===== config.mk =====
export PLATFORM = sky130hd
export DESIGN_NAME = pwm_pulse_detect
export DESIGN_NICKNAME = d
export VERILOG_FILES = /design/src/rtl/pwm_pulse_detect.sv
export SDC_FILE = /design/constraint.sdc
export NUM_CORES = 1
export LEC_CHECK = 0
export CAP_MARGIN = 10
export CORE_UTILIZATION = 52
export DETAILED_ROUTE_END_ITERATION = 7
export GPL_ROUTABILITY_DRIVEN = 0
export PLACE_DENSITY = 0.77
export SETUP_SLACK_MARGIN = 0.5
export SLEW_MARGIN = 20
export SYNTH_ARGS = -nofsm -noshare
export SYNTH_HDL_FRONTEND = slang
export SYNTH_SLANG_ARGS = --single-unit

===== constraint.sdc =====
create_clock -name sysclk -period 2.7 [get_ports sysclk]
set_input_delay 0.81 -clock sysclk [delete_from_list [all_inputs] [get_ports sysclk]]
set_output_delay 0.81 -clock sysclk [all_outputs]
set_load 0.1 [all_outputs]

===== src/rtl/pwm_pulse_detect.sv =====
// Measures high and low time of each complete PWM period in sysclk cycles and publishes latched results with a strobe.
// Latency: an input edge is acted on 2 edges after capture; publication on the rise ending a period; no backpressure.
module pwm_pulse_detect #(
    parameter int CNT_WIDTH      = 32,
    parameter int TIMEOUT_CYCLES = 2_000_000
) (
    input  logic                 sysclk,
    input  logic                 sysreset_n,
    input  logic                 pwm_in,
    input  logic                 clear,
    output logic [CNT_WIDTH-1:0] high_count,
    output logic [CNT_WIDTH-1:0] low_count,
    output logic [CNT_WIDTH:0]   period_count,
    output logic                 sample_stb,
    output logic                 valid,
    output logic                 stuck_high,
    output logic                 stuck_low
);

    typedef enum logic [1:0] {SYNC_WAIT, MEAS_HIGH, MEAS_LOW} state_t;

    localparam logic [CNT_WIDTH-1:0] CNT_MAX = '1;
    localparam logic [CNT_WIDTH-1:0] CNT_ONE = CNT_WIDTH'(1);
    localparam logic [CNT_WIDTH-1:0] TIMEOUT = CNT_WIDTH'(TIMEOUT_CYCLES);

    state_t               state, state_nxt;
    logic                 s1, s2, s3;
    logic                 rise, fall, edge_det, timeout;
    logic [CNT_WIDTH-1:0] hi_cnt, lo_cnt, run_cnt;
    logic                 hi_load, lo_load, publish, flags_clr, to_hit;

    function automatic logic [CNT_WIDTH-1:0] sat_inc(input logic [CNT_WIDTH-1:0] v);
        return (v == CNT_MAX) ? v : v + CNT_ONE;
    endfunction

    assign rise     = s2 & ~s3;
    assign fall     = ~s2 & s3;
    assign edge_det = rise | fall;
    // An edge in the same cycle as the timeout wins.
    assign timeout  = (run_cnt == TIMEOUT) && !edge_det;

    always_ff @(posedge sysclk or negedge sysreset_n) begin
        if (!sysreset_n) begin
            s1 <= 1'b0;
            s2 <= 1'b0;
            s3 <= 1'b0;
        end else begin
            s1 <= pwm_in;
            s2 <= s1;
            s3 <= s2;
        end
    end

    always_ff @(posedge sysclk or negedge sysreset_n) begin
        if (!sysreset_n) state <= SYNC_WAIT;
        else if (clear)  state <= SYNC_WAIT;
        else             state <= state_nxt;
    end

    always_comb begin
        state_nxt = state;
        hi_load   = 1'b0;
        lo_load   = 1'b0;
        publish   = 1'b0;
        flags_clr = 1'b0;
        to_hit    = 1'b0;
        if (timeout) begin
            state_nxt = SYNC_WAIT;
            to_hit    = 1'b1;
        end else begin
            unique case (state)
                SYNC_WAIT: begin
                    if (rise) begin
                        state_nxt = MEAS_HIGH;
                        hi_load   = 1'b1;
                        flags_clr = 1'b1;
                    end else if (fall) begin
                        flags_clr = 1'b1;
                    end
                end
                MEAS_HIGH: begin
                    if (fall) begin
                        state_nxt = MEAS_LOW;
                        lo_load   = 1'b1;
                    end
                end
                MEAS_LOW: begin
                    if (rise) begin
                        state_nxt = MEAS_HIGH;
                        publish   = 1'b1;
                        hi_load   = 1'b1;
                    end
                end
                default: state_nxt = SYNC_WAIT;
            endcase
        end
    end

    always_ff @(posedge sysclk or negedge sysreset_n) begin
        if (!sysreset_n) begin
            hi_cnt       <= '0;
            lo_cnt       <= '0;
            run_cnt      <= '0;
            high_count   <= '0;
            low_count    <= '0;
            period_count <= '0;
            sample_stb   <= 1'b0;
            valid        <= 1'b0;
            stuck_high   <= 1'b0;
            stuck_low    <= 1'b0;
        end else if (clear) begin
            hi_cnt       <= '0;
            lo_cnt       <= '0;
            run_cnt      <= '0;
            high_count   <= '0;
            low_count    <= '0;
            period_count <= '0;
            sample_stb   <= 1'b0;
            valid        <= 1'b0;
            stuck_high   <= 1'b0;
            stuck_low    <= 1'b0;
        end else begin
            // Keeps counting past the timeout so the flag fires only once while idle.
            run_cnt <= edge_det ? CNT_ONE : sat_inc(run_cnt);

            if (hi_load)                       hi_cnt <= CNT_ONE;
            else if (state == MEAS_HIGH && s2) hi_cnt <= sat_inc(hi_cnt);

            if (lo_load)                       lo_cnt <= CNT_ONE;
            else if (state == MEAS_LOW && !s2) lo_cnt <= sat_inc(lo_cnt);

            sample_stb <= publish;
            if (publish) begin
                high_count   <= hi_cnt;
                low_count    <= lo_cnt;
                period_count <= {1'b0, hi_cnt} + {1'b0, lo_cnt};
                valid        <= 1'b1;
            end

            if (to_hit) begin
                valid <= 1'b0;
                if (s2) stuck_high <= 1'b1;
                else    stuck_low  <= 1'b1;
            end

            if (flags_clr) begin
                stuck_high <= 1'b0;
                stuck_low  <= 1'b0;
            end
        end
    end

endmodule


==> results.sh <==
export IMPL_hold_violations=0
export IMPL_reg2reg_setup_slack_ns=-0.76
export IMPL_drv_cap=0
export IMPL_cpPeakStageDelay_ns=0.57
export IMPL_gr_total_overflow=0
export IMPL_ys_flop_type="dfrtp_1"
export IMPL_first_pass_iters=6
export IMPL_switching_share_pct=24.5
export IMPL_p_clk_share_pct=47.2
export IMPL_place_inst=1616
export IMPL_synthTopCellsByCount="nand2_1 (251), dfrtp_1 (202), a21oi_1 (151)"
export IMPL_antenna_left=0
export IMPL_cp_slowest_cell="a221o_1"
export IMPL_tightest_slew_ns=1.04
export IMPL_period_needed_ns=3.46
export IMPL_antenna_found_initial=2
export IMPL_rsz0062_at_grt="true"
export IMPL_comb_power_share_pct=5.9
export IMPL_cp_max_fo=6
export IMPL_crit_type="reg -> reg"
export IMPL_seqPwrFrac_pct=46.9
export IMPL_yosysTopAreaCell="dfrtp_1"
export IMPL_violations="setup timing"
export IMPL_synth_top_area_share_pct=47.3
export IMPL_hold_class="in -> async"
export IMPL_crit_path_end="period_count[26]"
export IMPL_arrival_ns=3.90
export IMPL_synth_edf_count=0
export IMPL_min_period_over_period_pct=128
export IMPL_grt_max_degree=66
export IMPL_layout_drive_gt1_share_pct=48.4
export IMPL_drc=0
export IMPL_cts_tree="done"
export IMPL_rr_startpoint="hi_cnt[17]"
export IMPL_cp_cell_sequence="ha_4, nand2_1, nand2_1, a21oi_1, o21bai_1, a221o_1, a311oi_2, xnor2_1, nand2_1, a21oi_2"
export IMPL_ys_warnings_count=0
export IMPL_skew_ns=0.0161
export IMPL_cp_start_kind="flip-flop"
export IMPL_synth_nets=1264
export IMPL_num_vias=12300
export IMPL_initial_core_util_pct=53.0
export IMPL_irDropWorstVdd_mv=0.475
export IMPL_first_global_vias=10300
export IMPL_crit_family="compound AO/OA/AOI/OAI gates"
export IMPL_internal_power_uw=4900
export IMPL_routed_via_density=6.75
export IMPL_postRouteWirelength_um=50200
export IMPL_layout_nets=1575
export IMPL_grt_usage_pct=30.6
export IMPL_final_util_pct=85.6
export IMPL_fin_cells=1817
export IMPL_fin_ws_ns=-0.756
export IMPL_async_flop_share_pct=100
export IMPL_row_count=52
export IMPL_fp_dieW_um=145
export IMPL_htree_levels=1
export IMPL_synthCells=1221
export IMPL_seq_area_frac_synth_pct=47.3
export IMPL_insertion_delay_ns=0.53
export IMPL_syn_area_per_cell_sq_um=8.75
export IMPL_clk_pin_slew_ns=0.07
export IMPL_design_die_area_sq_um=21100
export IMPL_synth_seq_cells=202
export IMPL_p_switching_uw=1590
export IMPL_clock_sinks=202
export IMPL_clock_root_buffer="clkbuf_16"
export IMPL_grt_first_pass_wirelength_um=52200
export IMPL_cp_end_kind="flip-flop"
export IMPL_slew_viol_final=0
export IMPL_crit_required_ns=3.15
export IMPL_fmax_mhz=289
export IMPL_coreArea_sq_um=20200
export IMPL_synth_most_common_cell="nand2_1"
export IMPL_cp_depth=10
export IMPL_r2r_end="period_count[26]"
export IMPL_area_growth_pct=61.6
export IMPL_post_place_ws_ns=0.0185
export IMPL_port_buffers=104
export IMPL_fp_dieH_um=145
export IMPL_routedWlPerCell_um=27.6
export IMPL_crit_path_start="hi_cnt[17]"
export IMPL_hpwl_um=19700
export IMPL_outcome="finished with violations"
export IMPL_slew_headroom_pct=30.2
export IMPL_ios=105
export IMPL_reg2regPathDepth=10
export IMPL_numCtsBuffers=22
export IMPL_syn_area_sq_um=10700
export IMPL_setup_viol=34
export IMPL_p_per_area_nw_per_um2=376
export IMPL_synthTopCellsByArea="dfrtp_1 (47%), nand2_1 (8.8%), a21oi_1 (7.1%), ha_1 (4.4%), nor2_1 (4.1%)"
export IMPL_p_leak_uw=0.00804
export IMPL_drtIter0Drc=1547
export IMPL_ys_types=55
export IMPL_cp_common_cell="nand2_1"
export IMPL_path_buf_inv=0
export IMPL_cts_buffer_depth=3
==> cells in the final DEF (no fill, tap or decap), drive strengths merged, types with 11 or more instances in the layout <==
| master | Yosys | final |
|---|---|---|
| xor2 | 48 | 48 |
| or3 | 23 | 23 |
| ha | 38 | 38 |
| dfrtp | 202 | 202 |
| nor2 | 116 | 116 |
| nand2 | 251 | 252 |
| nor4 | 11 | 11 |
| and3 | 17 | 17 |
| a21o | 17 | 17 |
| xnor2 | 43 | 43 |
| nand3 | 43 | 43 |
| clkbuf | 47 | 49 |
| buf | 9 | 323 |
| a21oi | 151 | 151 |
| o21ai | 39 | 39 |
| inv | 26 | 26 |
| nand4 | 27 | 27 |
| nor3 | 22 | 22 |
==> cell families after synthesis <==
family / count (synthesis) / share of synthesized area (%)
muxes: 2 / 0.187
buffers and inverters: 82 / 2.99
and+or+nand+nor: 562 / 24.7
xor gates and xnor gates: 91 / 7.46
DFF: 202 / 47.3
adders and majority gates: 39 / 4.64
AOI/OAI and AO/OA: 243 / 12.7
==> through the flow <==
step                hold slack, ns  TNS [ns]  power, uW  instance area (sq um)
floorplan                    0.331         0       3200                  10900
global placement             0.364         0       3320                  12500
detailed placement           0.368         0       3320                  12500
CTS                          0.248         0       6310                  14400
global route                 0.262     -6.49       6620                  17300
finish                       0.230     -6.53       6500                  17300
==> layer usage <==
| metal | up-vias | share of wire (%) | global-route usage [%] |
|---|---|---|---|
| li1 | 4831 | - | - |
| met1 | 5865 | 33 | 37.8 |
| met3 | 472 | 12 | 4.29 |
| met4 | 2 | 10 | 18.1 |
| met2 | 1099 | 44 | 51.5 |
| met5 | - | 0.016 | 0 |
==> power groups by stage <==
stage                     Clock, uW  Combinational [uW]  Sequential (uW)
after floorplan                   0                88.4             3110
after global placement            0                 220             3100
after detailed placement          0                 223             3100
after CTS                      3010                 249             3050
after global routing           3180                 398             3040
final                          3070                 382             3050
==> sequential cells by signal, summed over array words and instances, names as in the netlist <==
signal / flops
s2: 1
state: 2
sample_stb: 1
low_count: 32
stuck_high: 1
stuck_low: 1
valid: 1
s1: 1
run_cnt: 32
lo_cnt: 32
s3: 1
high_count: 32
hi_cnt: 32
period_count: 33
==> what timing repair did <==
action,CTS,global route
setup endpoints to repair,166,188
pin swaps,94,207
gates cloned,9,23
setup buffers,59,71
hold endpoints to repair,0,0
hold buffers,0,0
gates resized for setup,133,425
==> worst min path at each step <==
stage	start	to	slack (ns)	depth (start not counted)
finish	sysreset_n	hi_cnt[8]	0.23	1
global route	sysreset_n	hi_cnt[8]	0.26	1
CTS	sysreset_n	high_count[4]	0.25	1
detailed placement	s1	s2	0.37	0
global placement	s1	s2	0.36	0
floorplan	s1	s2	0.33	0
==> layout make-up <==
| cell class | count | area, sq um |
|---|---|---|
| multi-input cells | 939 | 7530 |
| flip-flops and latches | 202 | 5080 |
| repair buffers | 341 | 3520 |
| fillers | 827 | 2900 |
| clock buffers | 32 | 639 |
| well taps | 270 | 338 |
| inverters | 26 | 97.6 |
| clock inverters | 6 | 62.6 |
| diodes | 1 | 2.50 |
Power figures use the tool's default switching activity.
